--- config.mk ---
export PLATFORM = sky130hd
export DESIGN_NAME = xbuf_host_wr_seq
export DESIGN_NICKNAME = d
export VERILOG_FILES = /design/src/rtl/xbuf_host_wr_seq.sv
export SDC_FILE = /design/constraint.sdc
export NUM_CORES = 1
export LEC_CHECK = 0
export ABC_AREA = 1
export BUFFER_PORTS_ARGS = -buffer_cell sky130_fd_sc_hd__buf_2
export CAP_MARGIN = 20
export CORE_UTILIZATION = 50
export DETAILED_ROUTE_END_ITERATION = 8
export GPL_ROUTABILITY_DRIVEN = 0
export PLACE_DENSITY = 0.79
export SYNTH_ARGS = -nofsm -noshare
export SYNTH_HDL_FRONTEND = slang
export SYNTH_SLANG_ARGS = --single-unit
--- constraint.sdc ---
create_clock -name clock_host -period 3.9 [get_ports clock_host]
set_input_delay 0.39 -clock clock_host [delete_from_list [all_inputs] [get_ports clock_host]]
set_output_delay 0.39 -clock clock_host [all_outputs]
set_load 0.02 [all_outputs]
--- src/rtl/xbuf_host_wr_seq.sv ---
// Host-side write sequencer for xfer_buffer: per command, a general-setup buffer query
// followed by an N-word stream from a valid/ready source onto the host write port.
module xbuf_host_wr_seq #(
    parameter int unsigned DATA_W     = 32,
    parameter int unsigned MAX_WORDS  = 1024,
    parameter int unsigned LEN_W      = 11,
    parameter int unsigned GS_TIMEOUT = 64,
    parameter int unsigned GS_RETRY   = 4,
    parameter int unsigned BACKOFF    = 8
) (
    input  logic              clock_host,
    input  logic              reset,
    input  logic              cmd_start,
    input  logic [LEN_W-1:0]  cmd_len,
    output logic              cmd_busy,
    input  logic              src_valid,
    input  logic [DATA_W-1:0] src_data,
    output logic              src_ready,
    output logic              gs_select,
    output logic              gs_write_enable,
    input  logic [7:0]        gs_out,
    input  logic              gs_out_enable,
    output logic              host_select,
    output logic              hwrite_enable,
    output logic [DATA_W-1:0] hostdata_out,
    output logic              hostdata_oe,
    output logic [7:0]        buf_id,
    output logic              done,
    output logic              err
);

    localparam int unsigned TMO_W = (GS_TIMEOUT > 1) ? $clog2(GS_TIMEOUT) : 1;
    localparam int unsigned RTY_W = $clog2(GS_RETRY + 1);
    localparam int unsigned BO_W  = (BACKOFF > 1) ? $clog2(BACKOFF) : 1;

    localparam logic [LEN_W-1:0] MaxLen    = LEN_W'(MAX_WORDS);
    localparam logic [TMO_W-1:0] TmoLast   = TMO_W'(GS_TIMEOUT - 1);
    localparam logic [RTY_W-1:0] RetryLast = RTY_W'(GS_RETRY - 1);
    localparam logic [BO_W-1:0]  BoLast    = BO_W'(BACKOFF - 1);

    typedef enum logic [2:0] {
        StIdle,
        StGsReq,
        StGsBackoff,
        StStream,
        StFlush,
        StDone,
        StErr
    } state_e;

    state_e             state_q;
    logic [LEN_W-1:0]   len_q;
    logic [LEN_W-1:0]   cnt_q;
    logic [TMO_W-1:0]   tmo_q;
    logic [RTY_W-1:0]   rty_q;
    logic [BO_W-1:0]    bo_q;

    logic               beat;
    logic [LEN_W-1:0]   cnt_inc;

    always_comb begin
        beat    = src_valid && src_ready;
        cnt_inc = cnt_q + LEN_W'(1);
    end

    always_ff @(posedge clock_host or posedge reset) begin
        if (reset) begin
            state_q         <= StIdle;
            len_q           <= '0;
            cnt_q           <= '0;
            tmo_q           <= '0;
            rty_q           <= '0;
            bo_q            <= '0;
            cmd_busy        <= 1'b0;
            src_ready       <= 1'b0;
            gs_select       <= 1'b0;
            gs_write_enable <= 1'b0;
            host_select     <= 1'b0;
            hwrite_enable   <= 1'b0;
            hostdata_out    <= '0;
            hostdata_oe     <= 1'b0;
            buf_id          <= '0;
            done            <= 1'b0;
            err             <= 1'b0;
        end else begin
            done <= 1'b0;
            err  <= 1'b0;
            unique case (state_q)
                StIdle: begin
                    if (cmd_start) begin
                        cmd_busy <= 1'b1;
                        if (cmd_len == '0 || cmd_len > MaxLen) begin
                            err     <= 1'b1;
                            state_q <= StErr;
                        end else begin
                            len_q           <= cmd_len;
                            rty_q           <= '0;
                            tmo_q           <= '0;
                            gs_select       <= 1'b1;
                            gs_write_enable <= 1'b1;
                            state_q         <= StGsReq;
                        end
                    end
                end
                StGsReq: begin
                    if (gs_out_enable) begin
                        gs_select       <= 1'b0;
                        gs_write_enable <= 1'b0;
                        if (gs_out != 8'h00) begin
                            buf_id      <= gs_out;
                            cnt_q       <= '0;
                            host_select <= 1'b1;
                            hostdata_oe <= 1'b1;
                            src_ready   <= 1'b1;
                            state_q     <= StStream;
                        end else if (rty_q == RetryLast) begin
                            rty_q   <= rty_q + RTY_W'(1);
                            err     <= 1'b1;
                            state_q <= StErr;
                        end else begin
                            rty_q   <= rty_q + RTY_W'(1);
                            bo_q    <= '0;
                            state_q <= StGsBackoff;
                        end
                    end else if (tmo_q == TmoLast) begin
                        gs_select       <= 1'b0;
                        gs_write_enable <= 1'b0;
                        err             <= 1'b1;
                        state_q         <= StErr;
                    end else begin
                        tmo_q <= tmo_q + TMO_W'(1);
                    end
                end
                StGsBackoff: begin
                    if (bo_q == BoLast) begin
                        tmo_q           <= '0;
                        gs_select       <= 1'b1;
                        gs_write_enable <= 1'b1;
                        state_q         <= StGsReq;
                    end else begin
                        bo_q <= bo_q + BO_W'(1);
                    end
                end
                StStream: begin
                    // Registered write port: a beat at this edge is presented next cycle.
                    hwrite_enable <= beat;
                    if (beat) begin
                        hostdata_out <= src_data;
                        cnt_q        <= cnt_inc;
                        if (cnt_inc == len_q) begin
                            src_ready <= 1'b0;
                            state_q   <= StFlush;
                        end
                    end
                end
                StFlush: begin
                    host_select   <= 1'b0;
                    hwrite_enable <= 1'b0;
                    hostdata_oe   <= 1'b0;
                    done          <= 1'b1;
                    state_q       <= StDone;
                end
                StDone: begin
                    cmd_busy <= 1'b0;
                    state_q  <= StIdle;
                end
                StErr: begin
                    cmd_busy <= 1'b0;
                    state_q  <= StIdle;
                end
                default: begin
                    cmd_busy        <= 1'b0;
                    src_ready       <= 1'b0;
                    gs_select       <= 1'b0;
                    gs_write_enable <= 1'b0;
                    host_select     <= 1'b0;
                    hwrite_enable   <= 1'b0;
                    hostdata_oe     <= 1'b0;
                    state_q         <= StIdle;
                end
            endcase
        end
    end

endmodule

==> reports/summary.json <==
{
  "synth": {
    "synth.top_cells.by_area": "dfrtp_1 (51%), nand2_1 (10%), mux2_2 (8.2%), nand3_1 (4.7%), inv_1 (4.3%)",
    "postSynth.asyncResetShare_pct": 100.0,
    "post-synth-top-area-cell": "dfrtp_1",
    "synth_seq_cells": 84,
    "synth_edf_count": 0,
    "synth.yosys.seq_area_share_pct": 51.05,
    "post_synth_num_cell_types": 33,
    "yosysWarnings": 0,
    "syn_area_mm2": 0.004118,
    "syn-instance-count": 454,
    "synth.cells.most_frequent": "nand2_1 (113), dfrtp_1 (84), inv_1 (47)",
    "syn-mean-instance-area_um2": 9.070,
    "yosysMostFrequentCell": "nand2_1",
    "synth_top_flop_cell": "dfrtp_1",
    "synth_largest_type_area_fraction_pct": 51.05,
    "postSynthNetCount": 516
  },
  "final_layout": {
    "finalNetCount": 624,
    "fraction_of_layout_instances_using_a_drive_strength_above_1_pct": 30.86,
    "insertedDiodeCount": 0,
    "area_growth_pct": 20.33,
    "fin_cells": 669
  },
  "sta": {
    "number_of_hold_slack_violations_in_the_final_timing_report": 0,
    "rsz0062_at_grt": "no",
    "fmax_mhz": 465.6,
    "fin_crit_ns": 2.148,
    "postLayoutSetupSlackWorst_ns": 1.752,
    "maxSlewViolCount": 0,
    "total_of_endpoints_with_negative_setup_slack_in_the_final_report": 0,
    "fin_crit_sh_pct": 55.07,
    "slew_hr_pct": 40.64,
    "fin_setup_tns_ns": 0,
    "hold_ws_ns": 0.2432,
    "tightestPinTransition_ns": 0.8872,
    "finalClockSkew_ns": 0.01816
  },
  "global_routing": {
    "aggregate_global_route_resource_usage_pct": 21.75,
    "first_pass_grt_wire_length_mm": 14.52,
    "antenna_found_initial": 0,
    "grt_pass1_vias": 3221,
    "globalRouteOverflowTotal": 0,
    "grt_start_max_net_pins": 59
  },
  "power": {
    "cellPowerDensity_mw_per_mm2": 721.7,
    "p_sw_mw": 1.474,
    "power.leakage_nw": 2.598,
    "power_report.internal_total_mw": 2.102,
    "clock_power_share_pct": 19.9,
    "fin_total_pwr_mw": 3.576,
    "max-vdd-ir-drop_uv": 382.5,
    "comb_power_share_pct": 41.7,
    "seq_power_share_pct": 38.4,
    "switching_share_pct": 41.22
  },
  "critical_path": {
    "path_class": "register to register",
    "worst_setup_path_end_kind": "register",
    "wp_data_required_ns": 4.16,
    "timing.critical_path.arrival_ns": 2.41,
    "start_kind": "register",
    "timing.critical_path.fanout_max": 11
  },
  "placement": {
    "io_buffer_count": 104,
    "detailedPlacementHpwl_mm": 6.635,
    "detailedPlace.worstSlack_ns": 1.418,
    "place.detailed.instances": 650
  },
  "outcome": {
    "outcome": "finished clean"
  },
  "floorplan": {
    "fp-row-count": 32,
    "design.core.area_mm2": 0.007848,
    "die_area_mm2": 0.008603,
    "initial_core_util_pct": 52.47,
    "die_w_um": 92.75,
    "io_pins": 105,
    "die-height_um": 92.75
  },
  "route": {
    "routedWlPerCell_um": 13.59,
    "detailedRoute.firstIterationViolations": 190,
    "dr_total_vias": 3429,
    "drcViolationCount": 0,
    "avgViaCountPerCell": 5.126,
    "drt-total-wl_mm": 9.092,
    "drt_first_pass_iters": 5,
    "antenna_left": 0
  },
  "clock_network": {
    "clkSinkCount": 84,
    "clk_latency_ns": 0.36,
    "clkTransAtPathRegs_ns": 0.10,
    "cts-root-buf": "clkbuf_8",
    "clock_tree_from_tritoncts": "yes",
    "ctsResizeCount": 0,
    "ctsHtreeMaxLevel": 3,
    "cts-buffers-inserted": 9,
    "deepest_clock_path_buffer_count": 2
  },
  "job": {
    "timing.max_cap.violations": 0
  },
  "hold_path": {
    "min-delay-path-class": "input port to register"
  }
}
==> per-stage QoR <==
step | area [µm²] | util [%]
2_1_floorplan | 4118 | -
3_3_place_gp | 4681 | 59.65
3_5_place_dp | 4681 | 59.65
4_1_cts | 4910 | 62.56
5_1_grt | 4955 | 63.14
6_report | 4955 | 63.14
==> power groups by stage <==
stage	clock network, mW	logic, mW	registers [mW]
after floorplan	0	0.800	1.64
after global placement	0	1.44	1.37
after detailed placement	0	1.49	1.39
after CTS	0.720	1.49	1.37
after global routing	0.754	1.64	1.41
final	0.711	1.49	1.37
==> path summary, 6_finish.rpt <==
| path | from | to | slack, ns | cells after the start |
|---|---|---|---|---|
| hold / removal | cmd_len[5] | len_q[5]$_DFFE_PP0P_ | 0.24 | 3 |
| setup reg to reg | state_q[0]$_DFFE_PP0P_ | len_q[10]$_DFFE_PP0P_ | 1.75 | 7 |
| max in group asynchronous | reset | hostdata_out[22]$_DFFE_PP0P_ | 2.59 | 5 |
| setup / recovery | state_q[0]$_DFFE_PP0P_ | len_q[10]$_DFFE_PP0P_ | 1.75 | 7 |
| hold reg to reg | buf_id[1]$_DFFE_PP0P_ | buf_id[1]$_DFFE_PP0P_ | 0.49 | 2 |
| min in group asynchronous | reset | hostdata_out[14]$_DFFE_PP0P_ | 0.44 | 3 |
==> area by class of cell <==
cell class	instances	area, µm²
clock buffers	9	123.9
well taps	102	127.6
flip-flops and latches	84	2102
inverters	49	185.2
multi-input cells	310	1738
fillers	671	2893
repair buffers	108	573.1
clock inverters	7	105.1
==> registers in the layout, indices dropped and copies added, names as in the netlist <==
signal / cells
hwrite_enable: 1
tmo_q: 6
bo_q: 3
src_ready: 1
gs_write_enable: 1
done: 1
cnt_q: 11
hostdata_out: 32
err: 1
hostdata_oe: 1
state_q: 3
cmd_busy: 1
rty_q: 3
buf_id: 8
len_q: 11
==> kinds of logic after synthesis <==
kind of cell | synth area share, %
compound gates | 7.718
buf+inv | 6.746
fa+ha+maj | 1.823
xor+xnor | 1.063
simple gates | 22.58
mux | 9.024
flops | 51.05
==> placed cells by master (no fill, tap or decap), types with 3 or more instances in the layout <==
| cell | instances |
|---|---|
| nand2_1 | 113 |
| buf_2 | 104 |
| dfrtp_1 | 84 |
| inv_1 | 46 |
| nand3_1 | 39 |
| nor2_1 | 32 |
| o21ai_0 | 31 |
| mux2_2 | 30 |
| o21ai_1 | 10 |
| clkbuf_8 | 9 |
| o22ai_1 | 7 |
| or2_2 | 6 |
| ha_1 | 6 |
| nor2_4 | 4 |
| nand2_2 | 4 |
| xor2_1 | 4 |
| mux2_1 | 3 |
| nand4_1 | 3 |
| a21oi_1 | 3 |
| a211oi_1 | 3 |
==> layer usage <==
| layer | wire length (µm) | global-route usage, % | vias to the layer above |
|---|---|---|---|
| li1 | - | - | 1694 |
| met3 | 406 | 3.777 | 24 |
| met4 | 229 | 10.38 | 0 |
| met1 | 3968 | 27.22 | 1609 |
| met2 | 4487 | 36.54 | 102 |
| met5 | 0 | 0 | - |
==> worst max-delay path: stages (launching register included) <==
cell and delay [ns]:
dfrtp_1 0.45, nor2_1 0.22, nand2_1 0.15, or2_2 0.35, nor2_1 0.48, buf_4 0.28, nand2_1 0.06, o21ai_0 0.08
==> repair_timing <==
item,CTS,global route
setup buffers,0,0
hold endpoints to repair,0,4
endpoints found under the setup margin,0,0
hold buffers,0,1
Power figures use the tool's default switching activity.
